## src/rtl/hazard_pkg.sv

```systemverilog
// Shared types and limits for the hazard-detection / forwarding unit.
package hazard_pkg;

    typedef enum logic [1:0] {
        FWD_NONE = 2'b00,
        FWD_WB   = 2'b01,
        FWD_MEM  = 2'b10
    } fwd_sel_e;

    typedef enum logic {
        IDLE  = 1'b0,
        STALL = 1'b1
    } hz_state_e;

    localparam int unsigned LOAD_LAT_MAX = 3;

endpackage

```

## src/rtl/hazard_src_match.sv

```systemverilog
// Per-operand comparison of one ID source register against the EX and MEM destinations.
module hazard_src_match
    import hazard_pkg::*;
#(
    parameter int unsigned REG_AW = 5
) (
    input  logic              id_valid_i,
    input  logic [REG_AW-1:0] src_i,
    input  logic              used_i,
    input  logic              ex_valid_i,
    input  logic              ex_regwrite_i,
    input  logic              ex_is_load_i,
    input  logic [REG_AW-1:0] ex_rd_i,
    input  logic              mem_valid_i,
    input  logic              mem_regwrite_i,
    input  logic [REG_AW-1:0] mem_rd_i,
    output fwd_sel_e          sel_o,
    output logic              load_use_o
);

    logic active;
    logic ex_hit;
    logic mem_hit;

    // r0 is hardwired zero, so it never matches anything
    assign active  = id_valid_i && used_i && (src_i != '0);
    assign ex_hit  = active && ex_valid_i && ex_regwrite_i && (ex_rd_i == src_i);
    assign mem_hit = active && mem_valid_i && mem_regwrite_i && (mem_rd_i == src_i);

    always_comb begin
        sel_o = FWD_NONE;
        if (ex_hit) begin
            sel_o = FWD_MEM;
        end else if (mem_hit) begin
            sel_o = FWD_WB;
        end
    end

    assign load_use_o = ex_hit && ex_is_load_i;

endmodule

```

## src/rtl/hazard_fwd_unit.sv

```systemverilog
// Hazard detection and forwarding-select unit between decode and the ID/EX register.
// Optional statistics counters are built when HAZ_STATS_EN is defined.
module hazard_fwd_unit
    import hazard_pkg::*;
#(
    parameter int unsigned REG_AW   = 5,
    parameter int unsigned NUM_SRC  = 2,
    parameter int unsigned LOAD_LAT = 1,
    parameter int unsigned CNT_W    = 16
) (
    input  logic                      clk,
    input  logic                      rst,
    input  logic                      id_valid_i,
    input  logic [NUM_SRC*REG_AW-1:0] id_src_i,
    input  logic [NUM_SRC-1:0]        id_src_used_i,
    input  logic                      ex_valid_i,
    input  logic                      ex_regwrite_i,
    input  logic                      ex_is_load_i,
    input  logic [REG_AW-1:0]         ex_rd_i,
    input  logic                      mem_valid_i,
    input  logic                      mem_regwrite_i,
    input  logic [REG_AW-1:0]         mem_rd_i,
    output logic [NUM_SRC*2-1:0]      fwd_sel_o,
    output logic                      stall_o
`ifdef HAZ_STATS_EN
    ,
    output logic [CNT_W-1:0]          stat_stall_cnt_o,
    output logic [CNT_W-1:0]          stat_fwd_cnt_o
`endif
);

    localparam int unsigned CNT_BITS = $clog2(LOAD_LAT + 1);

    if (NUM_SRC < 1 || NUM_SRC > 4 || LOAD_LAT < 1 || LOAD_LAT > LOAD_LAT_MAX || CNT_W < 1) begin : g_bad_param
        $error("hazard_fwd_unit: parameter out of range");
    end

    logic [NUM_SRC*2-1:0] sel_nxt;
    logic [NUM_SRC-1:0]   lu_vec;
    logic                 load_use;

    for (genvar i = 0; i < NUM_SRC; i++) begin : g_src
        hazard_src_match #(
            .REG_AW (REG_AW)
        ) u_match (
            .id_valid_i     (id_valid_i),
            .src_i          (id_src_i[i*REG_AW +: REG_AW]),
            .used_i         (id_src_used_i[i]),
            .ex_valid_i     (ex_valid_i),
            .ex_regwrite_i  (ex_regwrite_i),
            .ex_is_load_i   (ex_is_load_i),
            .ex_rd_i        (ex_rd_i),
            .mem_valid_i    (mem_valid_i),
            .mem_regwrite_i (mem_regwrite_i),
            .mem_rd_i       (mem_rd_i),
            .sel_o          (sel_nxt[2*i +: 2]),
            .load_use_o     (lu_vec[i])
        );
    end

    assign load_use = |lu_vec;

    hz_state_e           state_q, state_d;
    logic [CNT_BITS-1:0] cnt_q, cnt_d;

    always_ff @(posedge clk or posedge rst) begin
        if (rst) begin
            state_q <= IDLE;
            cnt_q   <= '0;
        end else begin
            state_q <= state_d;
            cnt_q   <= cnt_d;
        end
    end

    // First stall cycle is spent in IDLE, so STALL covers the remaining LOAD_LAT-1
    always_comb begin
        state_d = state_q;
        cnt_d   = cnt_q;
        case (state_q)
            IDLE: begin
                if (load_use && (LOAD_LAT > 1)) begin
                    state_d = STALL;
                    cnt_d   = CNT_BITS'(LOAD_LAT - 1);
                end
            end
            STALL: begin
                cnt_d = cnt_q - CNT_BITS'(1);
                if (cnt_q == CNT_BITS'(1)) begin
                    state_d = IDLE;
                end
            end
        endcase
    end

    always_comb begin
        stall_o = 1'b0;
        if (!rst) begin
            case (state_q)
                IDLE:  stall_o = load_use;
                STALL: stall_o = 1'b1;
            endcase
        end
    end

    logic [NUM_SRC*2-1:0] fwd_sel_q, fwd_sel_d;

    // A stalled cycle pushes a bubble into EX, which must not forward
    assign fwd_sel_d = stall_o ? '0 : sel_nxt;

    always_ff @(posedge clk or posedge rst) begin
        if (rst) begin
            fwd_sel_q <= '0;
        end else begin
            fwd_sel_q <= fwd_sel_d;
        end
    end

    assign fwd_sel_o = fwd_sel_q;

`ifdef HAZ_STATS_EN
    logic [CNT_W-1:0] stall_cnt_q, fwd_cnt_q;
    logic             fwd_load;

    assign fwd_load = (fwd_sel_d != '0);

    always_ff @(posedge clk or posedge rst) begin
        if (rst) begin
            stall_cnt_q <= '0;
            fwd_cnt_q   <= '0;
        end else begin
            if (stall_o && (stall_cnt_q != '1)) begin
                stall_cnt_q <= stall_cnt_q + CNT_W'(1);
            end
            if (fwd_load && (fwd_cnt_q != '1)) begin
                fwd_cnt_q <= fwd_cnt_q + CNT_W'(1);
            end
        end
    end

    assign stat_stall_cnt_o = stall_cnt_q;
    assign stat_fwd_cnt_o   = fwd_cnt_q;
`endif

endmodule
```

## config.mk

```make
export PLATFORM = sky130hd
export DESIGN_NAME = hazard_fwd_unit
export DESIGN_NICKNAME = d
export VERILOG_FILES = /design/src/rtl/hazard_pkg.sv /design/src/rtl/hazard_src_match.sv /design/src/rtl/hazard_fwd_unit.sv
export SDC_FILE = /design/constraint.sdc
export NUM_CORES = 1
export LEC_CHECK = 0
export BUFFER_PORTS_ARGS = -buffer_cell sky130_fd_sc_hd__buf_2
export CORE_MARGIN = 1
export CORE_UTILIZATION = 35
export CTS_BUF_LIST = sky130_fd_sc_hd__clkbuf_4 sky130_fd_sc_hd__clkbuf_8
export DETAILED_ROUTE_END_ITERATION = 16
export GPL_TIMING_DRIVEN = 0
export PLACE_DENSITY = 0.74
export SKIP_CTS_REPAIR_TIMING = 1
export SLEW_MARGIN = 10
export SYNTH_ARGS = -nofsm -noshare
export SYNTH_HDL_FRONTEND = slang
export SYNTH_SLANG_ARGS = --single-unit
```

## constraint.sdc

```tcl
create_clock -name clk -period 1.6 [get_ports clk]
set_input_delay 0.08 -clock clk [delete_from_list [all_inputs] [get_ports clk]]
set_output_delay 0.08 -clock clk [all_outputs]
set_load 0.02 [all_outputs]
```

==> results.cfg <==
[synthesis]
yosysTopAreaCell = dfrtp_1
ys_top_cells_by_area = dfrtp_1, xor2_1, xnor2_1, a2111oi_2, nand4_1
yosys_warnings = 0
yosys.area.top_type_share_pct = 28.78
synth.distinct_cells = 15
seq_area_frac_synth_pct = 28.78
syn_inst = 52
synth_seq_cells = 6
synth_area_um2 = 521.8
synth_fp_nets = 82
syn_area_per_cell_um2 = 10.03

[global_routing]
grt_pass1_wl_um = 1994
grt.total_usage_pct = 18.13
grt_overflow = 0
grt_pass1_vias = 493
grt_max_degree = 7
antenna_found_initial = 0

[setup_path]
path_class = in2out
start_kind = input pin
r2r_start = state_q$_DFF_PP0_
end_kind = primary output
crit_start = id_src_i[6]
required_ps = 1520
crit_arrival_ps = 1470
worst-path-max-fanout = 3

[min_path]
hold_path.class = in2reg
min_from = mem_regwrite_i

[clock_network]
clock_sinks = 6
cts_max_path_buffers = 2
clock_latency_ps = 240
cts_tree = yes
root_buffer = clkbuf_4
h-tree-depth = 1
clk_pin_slew_ps = 40
numCtsBuffers = 3

[pwr]
power.density_nw_per_um2 = 544.4
peakVddDrop_uv = 179.3
p_leak_nw = 0.3698

[detailed_routing]
drtPass1Iterations = 3
wl_um = 1172
drc = 0
vias = 532
wl_per_cell_um = 11.06
vias_per_cell = 5.019
ant_nets = 0
initialDrtViolationCount = 4

[floorplanning]
core_um2 = 1350
die-area_um2 = 1649
io_pins = 35
fp.dieW_um = 40.61
start_util_pct = 38.65
rows = 13
die_y_um = 40.61

[timing]
hold_viol_final = 0
worst_slew_pin_slew_ps = 516.9
rsz0062_at_grt = no
slew_violations = 0
max_slew_margin_pct = 65.22
setup_tns_ps = 0
skew_ps = 1.607
fmax_ghz = 0.6440
finalSetupViolCount = 0
whs_ps = 100.5
period_minus_slack_ps = 1553
post-route-period-util_pct = 97.04

[status]
status = completed

[placement]
io_buffers = 34
gp_congestion = 0.7593
dp_hpwl_um = 1049

[job]
max_cap_violations = 0

[cells_and_area]
final_common_cell = buf_2
antenna_cells = 0
layout_common_cells = buf_2, xor2_1, xnor2_1
drive_above_1_share_pct = 47.25
syn_to_final_growth_pct = 43.89
fin_nets = 123
[per-layer routing]
layer | vias up | global-route usage, % | routed length (µm)
met2 | 28 | 32.54 | 607
met5 | - | 0 | 0
met4 | 0 | 10.00 | 0
met3 | 0 | 1.630 | 78
met1 | 229 | 20.78 | 486
li1 | 275 | - | -
[final cells by class]
type	count	area (µm²)
Fill cell	133	599.3
Multi-Input combinational cell	44	364.1
Inverter	2	7.507
Tap cell	15	18.77
Timing Repair Buffer	36	187.7
Clock buffer	3	22.52
Sequential cell	6	150.1
[flip-flops by register name, summed over array words and instances, names as in the netlist]
name and cells:
state_q 1, fwd_sel_o 4, cnt_q 1
[power by group]
| part | internal [mW] | leakage (nW) | switching (mW) | total (mW) |
|---|---|---|---|---|
| Clock | 0.0844 | 0.0138 | 0.0485 | 0.133 |
| Combinational | 0.0616 | 0.272 | 0.0615 | 0.123 |
| Sequential | 0.153 | 0.0838 | 0.0000460 | 0.153 |
| Total | 0.299 | 0.370 | 0.110 | 0.409 |
[critical path, stage by stage]
cell	delay, ps
buf_2	130
or4_1	530
o211ai_2	250
o41ai_2	130
o21a_1	200
buf_2	150
[synthesized netlist by cell type, drive strengths merged]
cell	number
xor2	11
inv	2
or4	2
dfrtp	6
xnor2	10
a2111oi	2
o211ai	2
o21a	1
nor2b	2
nor2	3
nor4	4
nand2	1
nand4	4
o41ai	2
[metrics by stage]
step	instance area, µm²	cells	worst slack [ps]	utilization (%)	power, mW
final	750.7	106	47.30	55.61	0.4087
after global routing	750.7	106	0.4204	55.61	0.4422
after CTS	733.2	104	35.23	54.31	0.4171
after floorplan	521.8	52	214.4	-	0.2116
after detailed placement	710.7	101	-9.654	52.64	0.2747
after global placement	710.7	101	-0.5300	52.64	0.2723
[logic make-up after synthesis]
logic type      count (synthesis)  synth area share [%]
compound gates                  7                 16.79
xor+xnor                       21                 35.25
buf+inv                         2                 1.439
flops                           6                 28.78
simple gates                   16                 17.74
[path summary, 6_finish.rpt]
| check | endpoint | cells past startpoint | slack, ps |
|---|---|---|---|
| min reg2reg | state_q$_DFF_PP0_ | 1 | 450 |
| max in group asynchronous | fwd_sel_o[3]$_DFF_PP0_ | 3 | 1120 |
| max | stall_o | 6 | 50 |
| min in group asynchronous | state_q$_DFF_PP0_ | 3 | 300 |
| min | fwd_sel_o[0]$_DFF_PP0_ | 3 | 100 |
| max reg2reg | fwd_sel_o[2]$_DFF_PP0_ | 3 | 490 |
(Power assumes the default switching activity.)
